File: config.mk
export PLATFORM = sky130hd
export DESIGN_NAME = dmem_dump_reader
export DESIGN_NICKNAME = d
export VERILOG_FILES = /design/src/rtl/dmem_dump_pkg.sv /design/src/rtl/dmem_dump_reader.sv
export SDC_FILE = /design/constraint.sdc
export NUM_CORES = 1
export LEC_CHECK = 0
export ABC_AREA = 1
export CORE_UTILIZATION = 39
export DETAILED_ROUTE_END_ITERATION = 10
export GPL_ROUTABILITY_DRIVEN = 1
export PLACE_DENSITY = 0.87
export SLEW_MARGIN = 30
export SYNTH_ARGS = -nofsm -noshare
export SYNTH_HDL_FRONTEND = slang
export SYNTH_SLANG_ARGS = --single-unit
File: constraint.sdc
create_clock -name clk -period 2 [get_ports clk]
set_input_delay 0.3 -clock clk [delete_from_list [all_inputs] [get_ports clk]]
set_output_delay 0.3 -clock clk [all_outputs]
set_load 0.005 [all_outputs]
File: src/rtl/dmem_dump_pkg.sv
// rtl/dmem_dump_pkg.sv - shared types and constants for the data-memory dump reader
package dmem_dump_pkg;

  typedef enum logic [2:0] {
    IDLE,
    RD,
    CAP,
    OUT,
    DONE
  } dump_state_t;

  // Data memory words are 8 bytes wide.
  localparam int WORD_STRIDE_SHIFT = 3;

endpackage

File: src/rtl/dmem_dump_reader.sv
// rtl/dmem_dump_reader.sv - sequential burst reader on data-memory port 2 with valid/ready output
module dmem_dump_reader
  import dmem_dump_pkg::*;
#(
  parameter int DMEM_SIZE = 1024,
  parameter int ADDR_W    = 64,
  parameter int DATA_W    = 64,
  parameter int CNT_W     = $clog2(DMEM_SIZE) + 1
) (
  input  logic              clk,
  input  logic              arst_n,
  input  logic              start,
  input  logic [CNT_W-1:0]  base_idx,
  input  logic [CNT_W-1:0]  word_count,
  output logic [ADDR_W-1:0] addr_ext_2,
  output logic              ren_ext_2,
  output logic              wen_ext_2,
  output logic [DATA_W-1:0] wdata_ext_2,
  input  logic [DATA_W-1:0] rdata_ext_2,
  output logic [DATA_W-1:0] dout,
  output logic              dout_valid,
  input  logic              dout_ready,
  output logic              dout_last,
  output logic              busy,
  output logic              done
);

  localparam logic [CNT_W-1:0] SIZE_C     = CNT_W'(DMEM_SIZE);
  localparam logic [CNT_W-1:0] LAST_IDX_C = CNT_W'(DMEM_SIZE - 1);
  localparam logic [CNT_W-1:0] ONE_C      = CNT_W'(1);

  dump_state_t       state_q, state_d;
  logic [CNT_W-1:0]  idx_q, idx_d;
  logic [CNT_W-1:0]  remain_q, remain_d;
  logic [DATA_W-1:0] dout_q, dout_d;
  logic [CNT_W-1:0]  count_clamped;
  logic [CNT_W-1:0]  base_wrapped;

  // Oversized counts saturate to a full-memory dump; out-of-range bases fold back into the array.
  always_comb begin
    count_clamped = (word_count > SIZE_C) ? SIZE_C : word_count;
    base_wrapped  = (base_idx >= SIZE_C) ? (base_idx - SIZE_C) : base_idx;
  end

  always_ff @(posedge clk or negedge arst_n) begin
    if (!arst_n) begin
      state_q  <= IDLE;
      idx_q    <= '0;
      remain_q <= '0;
      dout_q   <= '0;
    end else begin
      state_q  <= state_d;
      idx_q    <= idx_d;
      remain_q <= remain_d;
      dout_q   <= dout_d;
    end
  end

  always_comb begin
    state_d  = state_q;
    idx_d    = idx_q;
    remain_d = remain_q;
    dout_d   = dout_q;
    case (state_q)
      IDLE: begin
        if (start) begin
          if (word_count != '0) begin
            idx_d    = base_wrapped;
            remain_d = count_clamped;
            state_d  = RD;
          end else begin
            state_d = DONE;
          end
        end
      end
      RD: state_d = CAP;
      CAP: begin
        dout_d   = rdata_ext_2;
        remain_d = remain_q - ONE_C;
        idx_d    = (idx_q == LAST_IDX_C) ? '0 : (idx_q + ONE_C);
        state_d  = OUT;
      end
      OUT: begin
        if (dout_ready) begin
          state_d = (remain_q == '0) ? DONE : RD;
        end
      end
      DONE:    state_d = IDLE;
      default: state_d = IDLE;
    endcase
  end

  assign ren_ext_2   = (state_q == RD);
  assign addr_ext_2  = ren_ext_2 ? (ADDR_W'(idx_q) << WORD_STRIDE_SHIFT) : '0;
  assign wen_ext_2   = 1'b0;
  assign wdata_ext_2 = '0;
  assign dout        = dout_q;
  assign dout_valid  = (state_q == OUT);
  assign dout_last   = dout_valid && (remain_q == '0);
  assign busy        = (state_q != IDLE);
  assign done        = (state_q == DONE);

endmodule

==> results.sh <==
export IMPL_postSynthCellCount=702
export IMPL_layout_commonest_cell="nand2_1"
export IMPL_crit_chain="inv_1 -> ha_2 -> nand2_1 -> nor2_2 -> nand4_1 -> nor2_1 -> nand2_1 -> inv_1 -> buf_4"
export IMPL_ioPinCount=288
export IMPL_fin_crit_ns=2.03
export IMPL_fp_dieW_um=117
export IMPL_synth_warnings=0
export IMPL_cts_tree="done"
export IMPL_max_freq_mhz=494
export IMPL_num_vias=4572
export IMPL_overflow=0
export IMPL_place_ws_ns=-0.111
export IMPL_setup_tns_ns=-0.0251
export IMPL_numPortBuffers=168
export IMPL_drt_pass1_iter_count=5
export IMPL_slowest_delay_ns=0.39
export IMPL_area_growth_pct=36.3
export IMPL_core_area_um2=12800
export IMPL_routed_wl_um=12600
export IMPL_start_util=0.404
export IMPL_drtAntennaViolNets=0
export IMPL_layout_drive_gt1_share=0.0731
export IMPL_post_route_util=0.550
export IMPL_p_leak_nw=3.75
export IMPL_ys_ff_latch=89
export IMPL_synth_cell_type_count=25
export IMPL_syn_area_um2=5160
export IMPL_whs_ns=-0.00385
export IMPL_fp_dieH_um=117
export IMPL_n_fill_cell=1172
export IMPL_synth_area_top_cells="dfrtp_1 (43%), nand2_1 (22%), buf_4 (17%)"
export IMPL_min_path_type="input port to asynchronous set/reset pin"
export IMPL_outcome="finished, violations left"
export IMPL_cts_clk_slew_worst_paths_ns=0.07
export IMPL_wl_per_cell_um=11.9
export IMPL_fin_cells=1061
export IMPL_insertion_delay_ns=0.34
export IMPL_p_per_area_nw_per_um2=1440
export IMPL_finalMaxSlewViolations=0
export IMPL_arrival_ns=1.73
export IMPL_synth_seq_area_share=0.432
export IMPL_worstSetupStartpointType="flip-flop"
export IMPL_vias_per_cell=4.31
export IMPL_rsz0062_at_grt="yes"
export IMPL_cts_max_level=3
export IMPL_cts_root_buf="clkbuf_16"
export IMPL_required_ns=1.70
export IMPL_layout_common_cells="nand2_1 (304), clkdlybuf4s50_1 (153), conb_1 (118), dfrtp_1 (89), nor2_1 (51)"
export IMPL_place_detailed_hpwl_um=9120
export IMPL_setup_viol=1
export IMPL_dp_cells=1041
export IMPL_gp_congestion=0.884
export IMPL_grt_max_degree=90
export IMPL_grt_pass1_wl_um=19700
export IMPL_synth_area_leader_cell="dfrtp_1"
export IMPL_antennaDiodeCount=0
export IMPL_maxCapViolCount=0
export IMPL_slowest_stage="dfrtp_1"
export IMPL_power_mw=10.1
export IMPL_remaining_drc_errors=0
export IMPL_crit_path_max_fanout=2
export IMPL_end_kind="output port"
export IMPL_fin_nets=977
export IMPL_violations="negative hold slack, negative setup slack"
export IMPL_first_global_vias=4073
export IMPL_final_setup_worst_slack_ns=-0.0251
export IMPL_worst_r2r_cell_count=7
export IMPL_first_iter_violations=204
export IMPL_finalCritPeriodShare=1.01
export IMPL_row_count=41
export IMPL_vdd_drop_max_uv=772
export IMPL_cts_sinks=89
export IMPL_synth_top_area_share=0.432
export IMPL_antenna_found_initial=0
export IMPL_cts_max_path_buffers=2
export IMPL_syn_avg_cell_area_um2=7.35
export IMPL_hold_viol=3
export IMPL_die_area_um2=13700
export IMPL_critical_path_class="flip-flop to output port"
export IMPL_grt_total_usage=0.188
export IMPL_fin_skew_ns=0.00608
export IMPL_cts_inserted_buffers=9
==> repair_timing <==
action	4_1_cts	5_1_grt
hold buffers	0	0
pin swaps	1	4
gates resized for setup	15	14
endpoints found under the setup margin	13	5
buffers inserted	0	5
==> layout make-up <==
cell class	instances	area (um2)	share of cell area
inverter	39	146	0.0208
timing repair buffer	195	1910	0.271
multi-input combinational	551	2240	0.319
clock inverter	6	67.6	0.00961
tap	172	215	0.0306
sequential	89	2230	0.317
clock buffer	9	225	0.0320
==> synth_stat cells <==
cell type  number
xor2_1          1
nand4_1         5
nor3_1          5
nand3_1        25
inv_2           5
nand3_2         2
a21oi_2         1
nand3b_1        1
nand2_1       305
a31oi_1         1
nand2_2         3
buf_2          14
ha_1            2
buf_4         119
dfrtp_1        89
nor3b_1         1
inv_1          34
o21ai_1         2
buf_6           2
a21oi_1         5
conb_1          1
o21ai_0        21
clkbuf_1        5
nor2_1         52
nor2_4          1
==> worst max-delay path, delay by kind of cell, from the launching register on <==
family,cells,cell delay (ns)
fa+ha+maj,1,0.19
buf+inv,3,0.26
flops,1,0.39
simple gates,5,0.55
==> registers in the layout, summed over array words and instances, names as in the netlist <==
register  cells
remain_q     11
dout         64
idx_q        11
state_q       3
==> metal layers <==
layer	routed length, um	track usage
met1	5020	0.230
met2	6310	0.315
met3	1100	0.0572
met4	153	0.0633
met5	0	0
==> path summary, 6_finish.rpt <==
path	start	end	slack [ns]
max	remain_q[1]	dout_last	-0.03
min	arst_n	dout[16]	-0.004
max reg2reg	state_q[2]	idx_q[2]	0.20
min reg2reg	dout[20]	dout[20]	0.48
max in group asynchronous	arst_n	remain_q[8]	1.64
min in group clk	dout[20]	dout[20]	0.48
==> through the flow <==
step,instance area [um2],hold slack (ns)
after global placement,6690,0.382
after CTS,6980,0.0215
after detailed placement,6690,0.385
final,7030,-0.00385
after floorplan,5600,0.00441
after global routing,7030,0.00973
==> kinds of logic after synthesis <==
family                   count (synthesis)  synth area share
AO/OA/AOI/OAI                           30            0.0301
XOR/XNOR                                 1           0.00170
buffers and inverters                  179             0.223
adder cells (fa/ha/maj)                  2           0.00485
flip-flops                              89             0.432
AND/OR/NAND/NOR                        400             0.308
other                                    1          0.000727
==> power breakdown <==
group | leakage [nW] | switching, mW | internal, mW
sequential | 1.10 | 0.590 | 2.67
clock | 0.138 | 0.715 | 0.966
combinational | 2.51 | 2.66 | 2.53
total | 3.75 | 3.96 | 6.17
Note: power is estimated with default switching activity, not from simulation.
